[src/rtl/pc_sequencer.sv]
// Program-counter sequencer for the Nandgame CPU fetch path: fetch handshake, execute wait, PC advance/jump.
// Define PC_SEQ_RETIRE_CNT_EN to build the retired-instruction counter; otherwise retire_cnt is tied to zero.

module OptimalIncrement #(
    parameter int WIDTH = 16
) (
    input  logic [WIDTH-1:0] a_i,
    output logic [WIDTH-1:0] sum_o
);
    // Half-adder ripple chain with a constant carry-in of one; the final carry-out is dropped so the count wraps.
    logic [WIDTH-1:0] carry;

    assign carry[0] = 1'b1;

    for (genvar i = 0; i < WIDTH; i++) begin : g_bit
        assign sum_o[i] = a_i[i] ^ carry[i];
        if (i < WIDTH - 1) begin : g_carry
            assign carry[i+1] = a_i[i] & carry[i];
        end
    end
endmodule

module pc_sequencer #(
    parameter logic [15:0] RESET_PC  = 16'h0000,
    parameter int          CNT_WIDTH = 16
) (
    input  logic                 clk,
    input  logic                 rst_n,
    input  logic                 start,
    input  logic                 halt_req,
    output logic                 fetch_valid,
    output logic [15:0]          fetch_addr,
    input  logic                 fetch_ready,
    input  logic                 exec_done,
    input  logic                 jump_en,
    input  logic [15:0]          jump_addr,
    output logic [15:0]          pc,
    output logic                 halted,
    output logic [CNT_WIDTH-1:0] retire_cnt
);

    typedef enum logic [1:0] {
        IDLE,
        FETCH,
        EXEC,
        HALTED
    } state_e;

    state_e      state_q;
    logic [15:0] pc_q;
    logic [15:0] pc_d;
    logic [15:0] pc_inc;
    logic        fetch_valid_q;
    logic        halted_q;

    OptimalIncrement #(
        .WIDTH(16)
    ) u_inc (
        .a_i  (pc_q),
        .sum_o(pc_inc)
    );

    always_comb begin
        pc_d = jump_en ? jump_addr : pc_inc;
    end

    // A halt request is only honoured at the end of an instruction, so FETCH never withdraws its request.
    always_ff @(posedge clk or negedge rst_n) begin
        if (!rst_n) begin
            state_q       <= IDLE;
            pc_q          <= RESET_PC;
            fetch_valid_q <= 1'b0;
            halted_q      <= 1'b0;
        end else begin
            case (state_q)
                IDLE: begin
                    if (start) begin
                        state_q       <= FETCH;
                        fetch_valid_q <= 1'b1;
                    end
                end
                FETCH: begin
                    if (fetch_ready) begin
                        state_q       <= EXEC;
                        fetch_valid_q <= 1'b0;
                    end
                end
                EXEC: begin
                    if (exec_done) begin
                        pc_q <= pc_d;
                        if (halt_req) begin
                            state_q  <= HALTED;
                            halted_q <= 1'b1;
                        end else begin
                            state_q       <= FETCH;
                            fetch_valid_q <= 1'b1;
                        end
                    end
                end
                HALTED: begin
                    if (start && !halt_req) begin
                        state_q       <= FETCH;
                        halted_q      <= 1'b0;
                        fetch_valid_q <= 1'b1;
                    end
                end
                default: begin
                    state_q       <= IDLE;
                    fetch_valid_q <= 1'b0;
                    halted_q      <= 1'b0;
                end
            endcase
        end
    end

    assign fetch_valid = fetch_valid_q;
    assign fetch_addr  = pc_q;
    assign pc          = pc_q;
    assign halted      = halted_q;

`ifdef PC_SEQ_RETIRE_CNT_EN
    logic [CNT_WIDTH-1:0] retire_cnt_q;

    always_ff @(posedge clk or negedge rst_n) begin
        if (!rst_n) begin
            retire_cnt_q <= '0;
        end else if (state_q == EXEC && exec_done) begin
            retire_cnt_q <= retire_cnt_q + CNT_WIDTH'(1);
        end
    end

    assign retire_cnt = retire_cnt_q;
`else
    assign retire_cnt = '0;
`endif

endmodule

[config.mk]
export PLATFORM = sky130hd
export DESIGN_NAME = pc_sequencer
export DESIGN_NICKNAME = d
export VERILOG_FILES = /design/src/rtl/pc_sequencer.sv
export SDC_FILE = /design/constraint.sdc
export NUM_CORES = 1
export LEC_CHECK = 0
export ABC_CLOCK_PERIOD_IN_PS = 7300
export CAP_MARGIN = 30
export CORE_UTILIZATION = 45
export CTS_BUF_LIST = sky130_fd_sc_hd__clkbuf_4
export CTS_CLUSTER_DIAMETER = 50
export DETAILED_ROUTE_END_ITERATION = 8
export MAX_ROUTING_LAYER = met4
export PLACE_DENSITY = 0.94
export SYNTH_ARGS = -nofsm -noshare
export SYNTH_HDL_FRONTEND = slang
export SYNTH_SLANG_ARGS = --single-unit
[constraint.sdc]
create_clock -name clk -period 7.3 [get_ports clk]
set_input_delay 2.19 -clock clk [delete_from_list [all_inputs] [get_ports clk]]
set_output_delay 2.19 -clock clk [all_outputs]
set_load 0.03 [all_outputs]
== Word-level counts from Yosys, hierarchy flattened ==
Index checks and enable logic that the tools add are counted.
Storage, ports and cells
  flip-flop bits (word level): 20
Operators by class
  equal/unequal tests: 9
  mux-type cells: 17
  bitwise gates (word level): 30
  reductions and logical operators: 8
Operators by type and width (count)
  16-bit two-way mux: 1
  1-bit XOR: 15
  1-bit bitwise AND: 14
  2-bit != test (second input constant): 6
  2-bit two-way mux: 5
  1-bit two-way mux: 8
  2-bit case mux with 4 select lines: 1
  4-bit AND reduction: 2
  5-bit AND reduction: 1
  2-bit equality test (second input constant): 2
  1-bit case mux with 4 select lines: 1
  2-bit by 1-bit equality test with 1-bit output (second input constant): 1
  2-bit logical NOT: 1
  1-bit case mux with 2 select lines: 1
  2-bit AND reduction: 1
  2-bit nonzero test: 1
  1-bit logical AND: 1
  1-bit logical NOT: 1
  1-bit inverter: 1

== Depth between registers and ports, before layout ==
  depth after elaboration: 16
  gate-level depth with buffers: 17

== By module ==
From an unflattened synthesis, not the netlist that was laid out.
Unflattened totals
  cell total of the unflattened synthesis: 154
  area total of the unflattened synthesis: 1539.0 um2
Modules (own cells, without submodules)
  pc_sequencer: times used 1, cells each 138, area each 1351.3 um2, sequential area each 500.5 um2
  OptimalIncrement: times used 1, cells each 16, area each 187.7 um2, sequential area each 0.0 um2

== Worst setup path before layout ==
OpenSTA, ideal clock, no wires.
  kind: register -> register
  start: register pc_q[0], in the netlist fetch_addr[0]
  end: register pc_q[14], in the netlist fetch_addr[14]
  library setup time: 0.122 ns
  arrival: 3.295 ns
  slack: 3.883 ns
  cell stages (with the launch flop): 17
  path buffers: 0
  clock period less this slack: 3.417 ns
  cell sequence: dfrtp_1 -> ha_1 -> ha_1 -> ha_1 -> ha_1 -> ha_1 -> ha_1 -> ha_1 -> ha_1 -> ha_1 -> ha_1 -> ha_1 -> ha_1 -> ha_1 -> ha_1 -> mux2i_1 -> a21oi_2
Between the ends
  cells in the longest elaborated chain, start to end: 15
RTL lines
  from (decl): line 50  | logic [15:0] pc_q;
  from (signal assigned): line 90  | pc_q <= pc_d;
  1-bit bitwise AND (13 in series): line 18  | assign carry[i+1] = a_i[i] & carry[i];
  1-bit XOR: line 16  | assign sum_o[i] = a_i[i] ^ carry[i];
  16-bit two-way mux: line 64  | pc_d = jump_en ? jump_addr : pc_inc;
No other way between the ends.
A chain may end at the register's enable or synchronous reset.

== Worst setup path after layout ==
  start: register pc_q[0], in the netlist fetch_addr[0]
  end: output pc[0]
RTL lines
  to (decl): line 37  | output logic [15:0] pc,
No word-level cell between the ends.

==> impl_metrics.py <==
metrics = {
    "synth": {
        "yosysMostFrequentCell": "buf_4",
        "ys_ff_latch": 20,
        "synthesis.area_sq_mm": 0.001579,
        "synth_edf_count": 0,
        "ys_top_cells_by_area": "dfrtp_1, buf_4, ha_1",
        "synthCells": 151,
        "yosysSeqAreaShare": 0.3170,
        "yosysTopAreaCellShare": 0.3170,
        "ys_top_cells_by_count": "buf_4, dfrtp_1, ha_1, mux2i_1, a21oi_2",
        "yosys.area.top_type": "dfrtp_1",
        "async_flop_share": 1.000,
        "synth_ff_type": "dfrtp_1",
        "yosys_warnings": 0,
        "syn_avg_cell_area_sq_um": 10.46,
        "ys_types": 25,
    },
    "sta": {
        "setup_viol": 0,
        "skew_ns": 0.008012,
        "finalCritPeriodShare": 0.4998,
        "hold_viol": 0,
        "tightest_slew_ns": 0.9620,
        "rsz0062_at_grt": "false",
        "fmax_mhz": 274.1,
        "relSlewSlack": 0.3567,
        "tns_ns": 0,
        "period_minus_slack_ns": 3.649,
        "final_max_slew_viol_count": 0,
    },
    "power_and_ir_drop": {
        "p_per_area_mw_per_mm2": 440.0,
        "p_seq_frac": 0.257,
        "ir_worst_vdd_mv": 0.2158,
        "comb_power_share": 0.681,
        "p_sw_uw": 427.0,
        "power.leakage_nw": 0.8929,
        "swShare": 0.4972,
        "power.internal_uw": 431.8,
        "pwr-share-clk": 0.063,
    },
    "setup_path": {
        "cp.required_ns": 5.11,
        "critPathBufInv": 1,
        "reg2reg_from": "fetch_addr[0]",
        "path_delay_family": "buffers and inverters",
        "r2r_cells": 16,
        "criticalPathCategory": "reg -> out",
        "critical_path_depth": 1,
        "arrival_ns": 1.46,
        "path_cells": "clkdlybuf4s50_1",
        "critPathSlowestCell": "clkdlybuf4s50_1",
        "critPathMaxFanout": 5,
        "start_kind": "flip-flop",
        "cpPeakStageDelay_ns": 0.71,
        "crit_start": "fetch_addr[0]",
        "cp-end-kind": "primary output",
    },
    "worst_hold_path": {
        "min_from": "fetch_valid",
        "hp-class": "reg -> reg",
        "holdPathStages": 2,
    },
    "route": {
        "ant_nets": 0,
        "vias": 1093,
        "dr.first_iter.drc_count": 22,
        "wl_per_cell_um": 12.21,
        "wl_met1_mm": 1.176,
        "dr_wl_met3_um": 95,
        "vias_per_cell": 4.671,
        "firstDrtPassIters": 4,
        "wirelength_mm": 2.858,
        "drc": 0,
        "wl_met2_mm": 1.557,
        "dr.max_layer_used": "met4",
    },
    "cells_and_area": {
        "multi_input_area_sq_um": 788.3,
        "post-route-util": 0.5849,
        "nets": 231,
        "fillers": 322,
        "regArea_sq_um": 500.5,
        "drive_above_1_share": 0.1383,
        "area_growth_pct": 23.61,
        "antenna-diode-count": 0,
    },
    "clock_network": {
        "postCtsHoldBufs": 0,
        "worstSkewPairLatency_ns": 0.30,
        "clock_path_buffers": 2,
        "post_cts_buffers": 0,
        "cts_tree": "done",
        "clockRootBuffer": "clkbuf_4",
        "htreeDepth": 1,
        "tritoncts.num_buffers": 3,
        "postCtsResizedCells": 0,
        "path_clk_slew_ns": 0.12,
        "clock_sinks": 20,
    },
    "global_route": {
        "grt_pass1_wl_mm": 4.402,
        "grt.total_usage": 0.1670,
        "grt_overflow": 0,
        "grt_max_degree": 34,
        "antenna_found_initial": 0,
        "grt_pass1_vias": 1004,
    },
    "die": {
        "die_area_sq_mm": 0.003750,
        "core_sq_mm": 0.003337,
        "fp-row-count": 21,
        "die-height_um": 61.24,
        "io_pins": 73,
        "initial_utilization": 0.4732,
        "die_x_um": 61.24,
    },
    "flow_run": {
        "cap_violations": 0,
    },
    "status": {
        "status": "completed",
    },
    "place": {
        "place_congestion": 0.7531,
        "numPortBuffers": 56,
        "hpwl_mm": 2.281,
    },
}
## layout by cell type, fill, tap and decap left out, drive strengths merged
cell           synthesis  layout
a21o                   1       1
a21oi                 17      17
a31oi                  1       1
and2                   1       1
and3                   1       1
clkbuf                 1       3
clkdlybuf4s50          0      56
clkinv                 0       1
conb                   1      16
dfrtp                 20      20
ha                    19      19
inv                    5       5
mux2i                 17      17
nand2                  2       2
nand2b                 2       2
nand3                  2       2
nand3b                 1       1
nor2                  16      16
nor2b                  1       1
o21ai                  6       6
## metal layers
layer | vias to the layer above | GRT usage
met4 | 0 | 0.05844
met3 | 2 | 0.01891
met1 | 522 | 0.1807
li1 | 533 | -
met5 | - | -
met2 | 36 | 0.3121
## worst min-delay path, delay by kind of cell, from the launching register on
kind | cells | cell delay, ns
flops | 1 | 0.39
buf+inv | 1 | 0.07
mux | 1 | 0.07
## area by class of cell
cell class,count,area share
clock buffers,3,0.01154
clock inverters,1,0.001923
inverters,5,0.009615
multi-input cells,103,0.4038
flip-flops and latches,20,0.2564
well taps,46,0.02949
repair buffers,56,0.2872
## stage by stage
step / total power [mW] / setup slack, ns / std cells / hold slack (ns) / area [sq um]
2_1_floorplan: 0.6557 / 3.883 / 166 / 0.5752 / 1635
3_3_place_gp: 0.7898 / 3.475 / 230 / 0.5194 / 1926
3_5_place_dp: 0.8132 / 3.435 / 230 / 0.5397 / 1926
4_1_cts: 0.8679 / 3.640 / 234 / 0.5669 / 1952
5_1_grt: 0.9230 / 3.577 / 234 / 0.6042 / 1952
6_report: 0.8589 / 3.651 / 234 / 0.5665 / 1952
## state kept, by name (all words and copies together), names as in the netlist
name and cells:
fetch_addr 16, state_q 2, halted 1, fetch_valid 1
## worst paths after layout
kind | end | slack (ns)
setup / recovery | pc[0] | 3.65
hold / removal | fetch_valid | 0.57
setup reg to reg | fetch_addr[14] | 3.78
hold reg to reg | fetch_valid | 0.57
max in group asynchronous | state_q[1] | 4.34
min in group asynchronous | fetch_addr[12] | 2.40
## power by group through the flow
stage | registers (mW) | clock network [mW] | logic, mW
final | 0.220 | 0.0539 | 0.585
after floorplan | 0.306 | 0 | 0.350
after detailed placement | 0.224 | 0 | 0.590
after global routing | 0.230 | 0.0592 | 0.634
after CTS | 0.221 | 0.0554 | 0.591
after global placement | 0.221 | 0 | 0.569
## logic make-up after synthesis
family / share of synthesized area
simple gates: 0.08480
flops: 0.3170
mux: 0.1078
fa+ha+maj: 0.1506
other cells: 0.002375
compound gates: 0.1181
buf+inv: 0.2195
Power figures use the tool's default switching activity.
